$ cat src/rtl/ring_pkg.sv
// Shared types and constants for the privilege-ring controller.
// The optional RING_STATS_EN macro is consumed by ring_controller.
package ring_pkg;

  typedef enum logic [1:0] {
    KERNEL = 2'd0,
    USER   = 2'd1,
    ENTER  = 2'd2,
    FAULT  = 2'd3
  } ring_state_e;

  localparam int CAUSE_W = 3;

  localparam logic [CAUSE_W-1:0] NONE          = 3'd0;
  localparam logic [CAUSE_W-1:0] JUMP          = 3'd1;
  localparam logic [CAUSE_W-1:0] MEM           = 3'd2;
  localparam logic [CAUSE_W-1:0] REG_RD        = 3'd3;
  localparam logic [CAUSE_W-1:0] REG_WR        = 3'd4;
  localparam logic [CAUSE_W-1:0] SYSCALL_NOREQ = 3'd5;

  // Values are widened to 32 bits by the caller so all ring limits compare alike.
  function automatic logic in_ring0(input logic [31:0] value, input logic [31:0] last);
    return (value <= last);
  endfunction

endpackage

$ cat src/rtl/ring_violation_check.sv
// Combinational USER-mode privilege checker: turns the qualified strobes into
// one prioritized {fault, cause, addr}, plus a flag for a legal syscall entry.
module ring_violation_check
  import ring_pkg::*;
#(
  parameter int          AW             = 16,
  parameter int unsigned RING0_LAST     = 32'd65535,
  parameter int unsigned RING0_ENTRY    = 32'd0,
  parameter int unsigned RING0_MEM_LAST = 32'd0,
  parameter int unsigned RING0_REG_LAST = 32'd0
) (
  input  logic               jump,
  input  logic [AW-1:0]      jump_target,
  input  logic               mem_access,
  input  logic [AW-1:0]      mem_address,
  input  logic               reg_read,
  input  logic [4:0]         a_sel,
  input  logic [4:0]         b_sel,
  input  logic               write_enable,
  input  logic [4:0]         write_sel,
  input  logic               syscall_req,
  output logic               fault,
  output logic               syscall_ok,
  output logic [CAUSE_W-1:0] cause,
  output logic [AW-1:0]      addr
);

  logic jump_priv_s;
  logic entry_s;
  logic mem_priv_s;
  logic rd_a_s;
  logic rd_b_s;
  logic wr_priv_s;

  assign jump_priv_s = jump && in_ring0(32'(jump_target), RING0_LAST);
  assign entry_s     = (32'(jump_target) == RING0_ENTRY);
  assign mem_priv_s  = mem_access && in_ring0(32'(mem_address), RING0_MEM_LAST);
  assign rd_a_s      = reg_read && in_ring0(32'(a_sel), RING0_REG_LAST);
  assign rd_b_s      = reg_read && in_ring0(32'(b_sel), RING0_REG_LAST);
  assign wr_priv_s   = write_enable && in_ring0(32'(write_sel), RING0_REG_LAST);

  // Priority chain: jump > mem > read A > read B > write; any fault beats a syscall entry.
  always_comb begin
    fault      = 1'b0;
    syscall_ok = 1'b0;
    cause      = NONE;
    addr       = {AW{1'b0}};
    if (jump_priv_s && !(entry_s && syscall_req)) begin
      fault = 1'b1;
      cause = entry_s ? SYSCALL_NOREQ : JUMP;
      addr  = jump_target;
    end else if (mem_priv_s) begin
      fault = 1'b1;
      cause = MEM;
      addr  = mem_address;
    end else if (rd_a_s) begin
      fault = 1'b1;
      cause = REG_RD;
      addr  = AW'(a_sel);
    end else if (rd_b_s) begin
      fault = 1'b1;
      cause = REG_RD;
      addr  = AW'(b_sel);
    end else if (wr_priv_s) begin
      fault = 1'b1;
      cause = REG_WR;
      addr  = AW'(write_sel);
    end else begin
      syscall_ok = jump_priv_s;
    end
  end

endmodule

$ cat src/rtl/ring_controller.sv
// Privilege-ring controller: kernel/user tracking, syscall gating, memory offsets
// and sticky fault halt. Define RING_STATS_EN to add syscall/fault counters.
module ring_controller
  import ring_pkg::*;
#(
  parameter int          AW             = 16,
  parameter int unsigned RING0_LAST     = 32'd65535,
  parameter int unsigned RING0_ENTRY    = 32'd0,
  parameter int unsigned RING0_MEM_LAST = 32'd0,
  parameter int unsigned RING0_REG_LAST = 32'd0
) (
  input  logic               clock,
  input  logic               reset,
  input  logic [AW-1:0]      io_pc,
  input  logic               io_jump,
  input  logic [AW-1:0]      io_jumpTarget,
  input  logic               io_memAccess,
  input  logic [AW-1:0]      io_memAddress,
  input  logic               io_regRead,
  input  logic [4:0]         io_aSel,
  input  logic [4:0]         io_bSel,
  input  logic               io_writeEnable,
  input  logic [4:0]         io_writeSel,
  input  logic               io_syscallReq,
  input  logic               io_faultClear,
`ifdef RING_STATS_EN
  output logic [15:0]        io_syscallCount,
  output logic [15:0]        io_faultCount,
`endif
  output logic               io_privileged,
  output logic [AW-1:0]      io_programMemoryOffset,
  output logic [AW-1:0]      io_dataMemoryOffset,
  output logic               io_halt,
  output logic [CAUSE_W-1:0] io_faultCause,
  output logic [AW-1:0]      io_faultAddr
);

  localparam logic [AW-1:0] USER_OFFSET = AW'(RING0_LAST + 32'd1);

  ring_state_e          state_r, next_state_s;
  logic                 fault_s, syscall_ok_s;
  logic [CAUSE_W-1:0]   cause_s;
  logic [AW-1:0]        addr_s;
  logic                 privileged_r, halt_r;
  logic [AW-1:0]        offset_r, fault_addr_r;
  logic [CAUSE_W-1:0]   fault_cause_r;
  logic                 unused_pc_s;

  // The PC only sequences the fetch stream; mode decisions come from jump targets.
  assign unused_pc_s = ^io_pc;

  ring_violation_check #(
    .AW(AW), .RING0_LAST(RING0_LAST), .RING0_ENTRY(RING0_ENTRY),
    .RING0_MEM_LAST(RING0_MEM_LAST), .RING0_REG_LAST(RING0_REG_LAST)
  ) u_check (
    .jump(io_jump), .jump_target(io_jumpTarget),
    .mem_access(io_memAccess), .mem_address(io_memAddress),
    .reg_read(io_regRead), .a_sel(io_aSel), .b_sel(io_bSel),
    .write_enable(io_writeEnable), .write_sel(io_writeSel),
    .syscall_req(io_syscallReq),
    .fault(fault_s), .syscall_ok(syscall_ok_s), .cause(cause_s), .addr(addr_s)
  );

  // State register.
  always_ff @(posedge clock or negedge reset) begin
    if (!reset) state_r <= KERNEL;
    else        state_r <= next_state_s;
  end

  // Next-state logic; checks only matter while in USER.
  always_comb begin
    next_state_s = state_r;
    case (state_r)
      KERNEL: begin
        if (io_jump && (32'(io_jumpTarget) > RING0_LAST)) next_state_s = USER;
        else                                              next_state_s = KERNEL;
      end
      USER: begin
        if (fault_s)           next_state_s = FAULT;
        else if (syscall_ok_s) next_state_s = ENTER;
        else                   next_state_s = USER;
      end
      ENTER:   next_state_s = KERNEL;
      FAULT: begin
        if (io_faultClear) next_state_s = KERNEL;
        else               next_state_s = FAULT;
      end
      default: next_state_s = KERNEL;
    endcase
  end

  // Outputs are registered from the next state so they track the state just entered.
  always_ff @(posedge clock or negedge reset) begin
    if (!reset) begin
      privileged_r  <= 1'b1;
      offset_r      <= {AW{1'b0}};
      halt_r        <= 1'b0;
      fault_cause_r <= NONE;
      fault_addr_r  <= {AW{1'b0}};
    end else begin
      privileged_r <= (next_state_s != USER);
      offset_r     <= (next_state_s == USER) ? USER_OFFSET : {AW{1'b0}};
      halt_r       <= (next_state_s == FAULT);
      if (state_r == USER && fault_s) begin
        fault_cause_r <= cause_s;
        fault_addr_r  <= addr_s;
      end else if (state_r == FAULT && io_faultClear) begin
        fault_cause_r <= NONE;
        fault_addr_r  <= {AW{1'b0}};
      end else begin
        fault_cause_r <= fault_cause_r;
        fault_addr_r  <= fault_addr_r;
      end
    end
  end

  assign io_privileged          = privileged_r;
  assign io_programMemoryOffset = offset_r;
  assign io_dataMemoryOffset    = offset_r;
  assign io_halt                = halt_r;
  assign io_faultCause          = fault_cause_r;
  assign io_faultAddr           = fault_addr_r;

`ifdef RING_STATS_EN
  logic [15:0] syscall_count_r, fault_count_r;

  // Saturating event counters; a fault clear leaves them untouched.
  always_ff @(posedge clock or negedge reset) begin
    if (!reset) begin
      syscall_count_r <= 16'd0;
      fault_count_r   <= 16'd0;
    end else begin
      if (state_r == USER && next_state_s == ENTER && syscall_count_r != 16'hFFFF)
        syscall_count_r <= syscall_count_r + 16'd1;
      else
        syscall_count_r <= syscall_count_r;
      if (state_r == USER && next_state_s == FAULT && fault_count_r != 16'hFFFF)
        fault_count_r <= fault_count_r + 16'd1;
      else
        fault_count_r <= fault_count_r;
    end
  end

  assign io_syscallCount = syscall_count_r;
  assign io_faultCount   = fault_count_r;
`endif

endmodule

$ cat config.mk
export PLATFORM = sky130hd
export DESIGN_NAME = ring_controller
export DESIGN_NICKNAME = d
export VERILOG_FILES = /design/src/rtl/ring_pkg.sv /design/src/rtl/ring_violation_check.sv /design/src/rtl/ring_controller.sv
export SDC_FILE = /design/constraint.sdc
export NUM_CORES = 1
export LEC_CHECK = 0
export BUFFER_PORTS_ARGS = -buffer_cell sky130_fd_sc_hd__buf_2
export CORE_ASPECT_RATIO = 1.2
export CORE_MARGIN = 2
export CORE_UTILIZATION = 35
export CTS_CLUSTER_SIZE = 12
export DETAILED_ROUTE_END_ITERATION = 7
export HOLD_SLACK_MARGIN = 0.05
export PLACE_DENSITY = 0.72
export SYNTH_ARGS = -nofsm -noshare
export SYNTH_HDL_FRONTEND = slang
export SYNTH_HIERARCHICAL = 1
export SYNTH_SLANG_ARGS = --single-unit
$ cat constraint.sdc
create_clock -name clock -period 1.6 [get_ports clock]
set_input_delay 0.32 -clock clock [delete_from_list [all_inputs] [get_ports clock]]
set_output_delay 0.32 -clock clock [all_outputs]
set_load 0.005 [all_outputs]
==> reports/metrics.yaml <==
reg2reg_depth: 3
rsz0062_at_grt: "true"
diodes: 0
hold_violations: 0
start_kind: "input port"
worstSetupPathType: "input port to register"
cp-end-kind: "register"
setup-violations-final: 21
wirelength_um: 4020
slowest_stage: "o41ai_4"
max_freq_ghz: 0.544
clkSinkCount: 23
sequentialPowerShare_pct: 49.4
fin_crit_sh_pct: 115
netlist_instances: 157
rrSetupSlack_ps: 320
htreeDepth: 1
drv_slew: 0
mappedNetlistArea_um2: 1590
slew_headroom_pct: 65.2
hold_path_startpoint: "io_faultClear"
cts_tree: "yes"
clkTransAtPathRegs_ps: 70
rr_endpoint: "io_faultAddr[3]$_DFFE_PN0P_"
grt_max_degree: 24
yosysSeqAreaShare_pct: 36.2
combPwrFrac_pct: 19.7
rr_startpoint: "state_r[0]$_DFF_PN0_"
viasPerCell: 4.80
clk_latency_ps: 270
gp_congestion: 0.738
hold_path_end: "state_r[0]$_DFF_PN0_"
cts.path.max_buffers: 2
coreArea_um2: 4330
cpPeakStageDelay_ps: 340
syn_to_final_growth_pct: 36.9
drv_cap: 0
ys_warn_count: 6
synthFlopType: "dfrtp_1"
p_per_area_nw_per_um2: 539
p_leak_nw: 1.26
crit_path_cell_trace: "buf_6 > nor4b_4 > nand4_1 > o41ai_4 > buf_4 > a2bb2oi_2 > a21oi_2 > a32o_1 > a21o_1"
gr-usage-all-layers_pct: 16.1
synthArstFlopShare_pct: 100
path_max_fanout: 2
ys_types: 32
syn_avg_cell_area_um2: 10.1
ys_seq_elements: 23
cp.arrival_ps: 1990
holdPathStages: 4
first_pass_iters: 4
die_area_um2: 5100
violations: "negative setup slack"
power.switching_uw: 306
min_period_ps: 1840
ant_nets: 0
critPathTopFamily: "compound AO/OA/AOI/OAI gates"
ir_worst_vdd_v: 0.000273
drive_gt1_share_pct: 47.1
grt_overflow: 0
die_h_um: 77.9
cts_buffers: 3
switching_share_pct: 26.0
numPortBuffers: 75
fin_tns_setup_ps: -4170
antenna_found_initial: 0
clkPwrFrac_pct: 30.9
drtIter0Drc: 37
holdWs_ps: 416
critPathRequiredTime_ps: 1760
rows: 26
status: "finished with violations"
synth_edf_count: 0
ios: 124
finalWorstSetupSlack_ps: -237
skew_ps: 8.94
fillCellCount: 420
p_int_uw: 869
first_global_vias: 1392
final_nets: 314
die_x_um: 65.6
tightest_slew_ps: 522
route.detailed.drc: 0
grt_pass1_wl_um: 6380
cp_num_buf_inv: 2
root_buffer: "clkbuf_8"
start_util_pct: 36.8
vias: 1429
wl_per_cell_um: 13.5
hpwl_um: 2980
hold_class: "input port to register"
crit_cells: 9
==> cell type report <==
type	count	area [µm²]	area share [%]
timing repair buffer	90	551	25.3
inverter	2	7.51	0.345
sequential	23	577	26.5
multi-input combinational	123	928	42.6
tap	56	70.1	3.22
clock buffer	4	45.0	2.07
==> cell usage in the layout, fill, tap and decap left out, drive strengths merged <==
master	n
dfstp	1
nor3	1
o21a	1
dlygate4sd3	1
o41ai	1
nand2	4
nor2b	1
and3	1
and2b	1
a32o	19
nor4b	3
nand3b	1
o21ai	1
conb	32
buf	89
clkbuf	4
o21bai	1
a2bb2oi	1
dfrtp	22
a21oi	2
and2	16
inv	2
nand4	2
a22oi	1
nor2	7
nor4	8
a21o	19
==> power groups by stage <==
stage | clock, mW | sequential [mW] | combinational (mW)
floorplan | 0 | 0.592 | 0.144
global placement | 0 | 0.592 | 0.189
detailed placement | 0 | 0.592 | 0.191
CTS | 0.373 | 0.581 | 0.211
global route | 0.396 | 0.581 | 0.256
finish | 0.363 | 0.581 | 0.231
==> timing repair <==
item                                    4_1_cts  5_1_grt
endpoints found under the hold margin        22        0
hold buffers                                  1        0
resized for setup                             6       12
pin swaps                                     3       10
setup buffers                                 4        3
endpoints found under the setup margin       23       23
==> metrics by stage <==
step           power [mW]  cell area (µm²)  utilization, %  cells  worst slack [ps]
4_1_cts              1.16             2090            48.4    296              -227
5_1_grt              1.23             2180            50.3    298              -314
2_1_floorplan       0.736             1760               -    188              -405
3_5_place_dp        0.783             1960            45.2    287              -612
6_report             1.18             2180            50.3    298              -237
3_3_place_gp        0.781             1960            45.2    287              -601
==> Yosys cell counts, types with 2 or more instances <==
cell      instances  area, µm²
nor4b_1           2       17.5
a32o_1           19        190
a21oi_1           2       10.0
nor4_2            3       37.5
nor4_1            5       31.3
clkbuf_1          3       11.3
a21o_1           19        143
nor2_1            7       26.3
dfrtp_1          22        551
and2_2            4       30.0
buf_4            33        248
inv_1             2       7.51
nand2_1           4       15.0
buf_6             2       22.5
and2_1           12       75.1
nand4_1           2       12.5
==> flip-flops by register name, indices dropped and copies added, names as in the netlist <==
signal	count
io_halt	1
io_faultCause	3
io_privileged	1
io_faultAddr	16
state_r	2
==> worst max-delay path by stage <==
stage | from | endpoint | slack (ps)
after floorplan | io_jumpTarget[0] | io_faultAddr[11]$_DFFE_PN0P_ | -410
after global routing | io_memAddress[5] | io_faultCause[2]$_DFFE_PN0P_ | -310
final | io_memAddress[5] | io_faultCause[2]$_DFFE_PN0P_ | -240
after CTS | io_memAddress[5] | io_faultAddr[9]$_DFFE_PN0P_ | -230
after detailed placement | io_memAddress[5] | io_faultAddr[0]$_DFFE_PN0P_ | -610
after global placement | io_memAddress[5] | io_faultAddr[12]$_DFFE_PN0P_ | -600
==> worst min-delay path: stages <==
cell     delay, ps
buf_2          110
nand2_1         50
nand2_1        100
a21oi_1         50
==> kinds of logic (layout without fill, tap and decap cells) <==
| group | Yosys count | in the layout | synth area share, % |
|---|---|---|---|
| other | 1 | 32 | 0.236 |
| flip-flops | 23 | 23 | 36.2 |
| AO/OA/AOI/OAI | 46 | 46 | 25.6 |
| AND/OR/NAND/NOR | 45 | 45 | 18.5 |
| buffers and inverters | 42 | 96 | 19.4 |
==> routing by layer <==
layer / track usage [%] / wire, µm
met1: 19.6 / 1690
met2: 28.4 / 2030
met4: 4.79 / 44
met3: 2.90 / 249
met5: 0 / 0
Power figures use the tool's default switching activity.
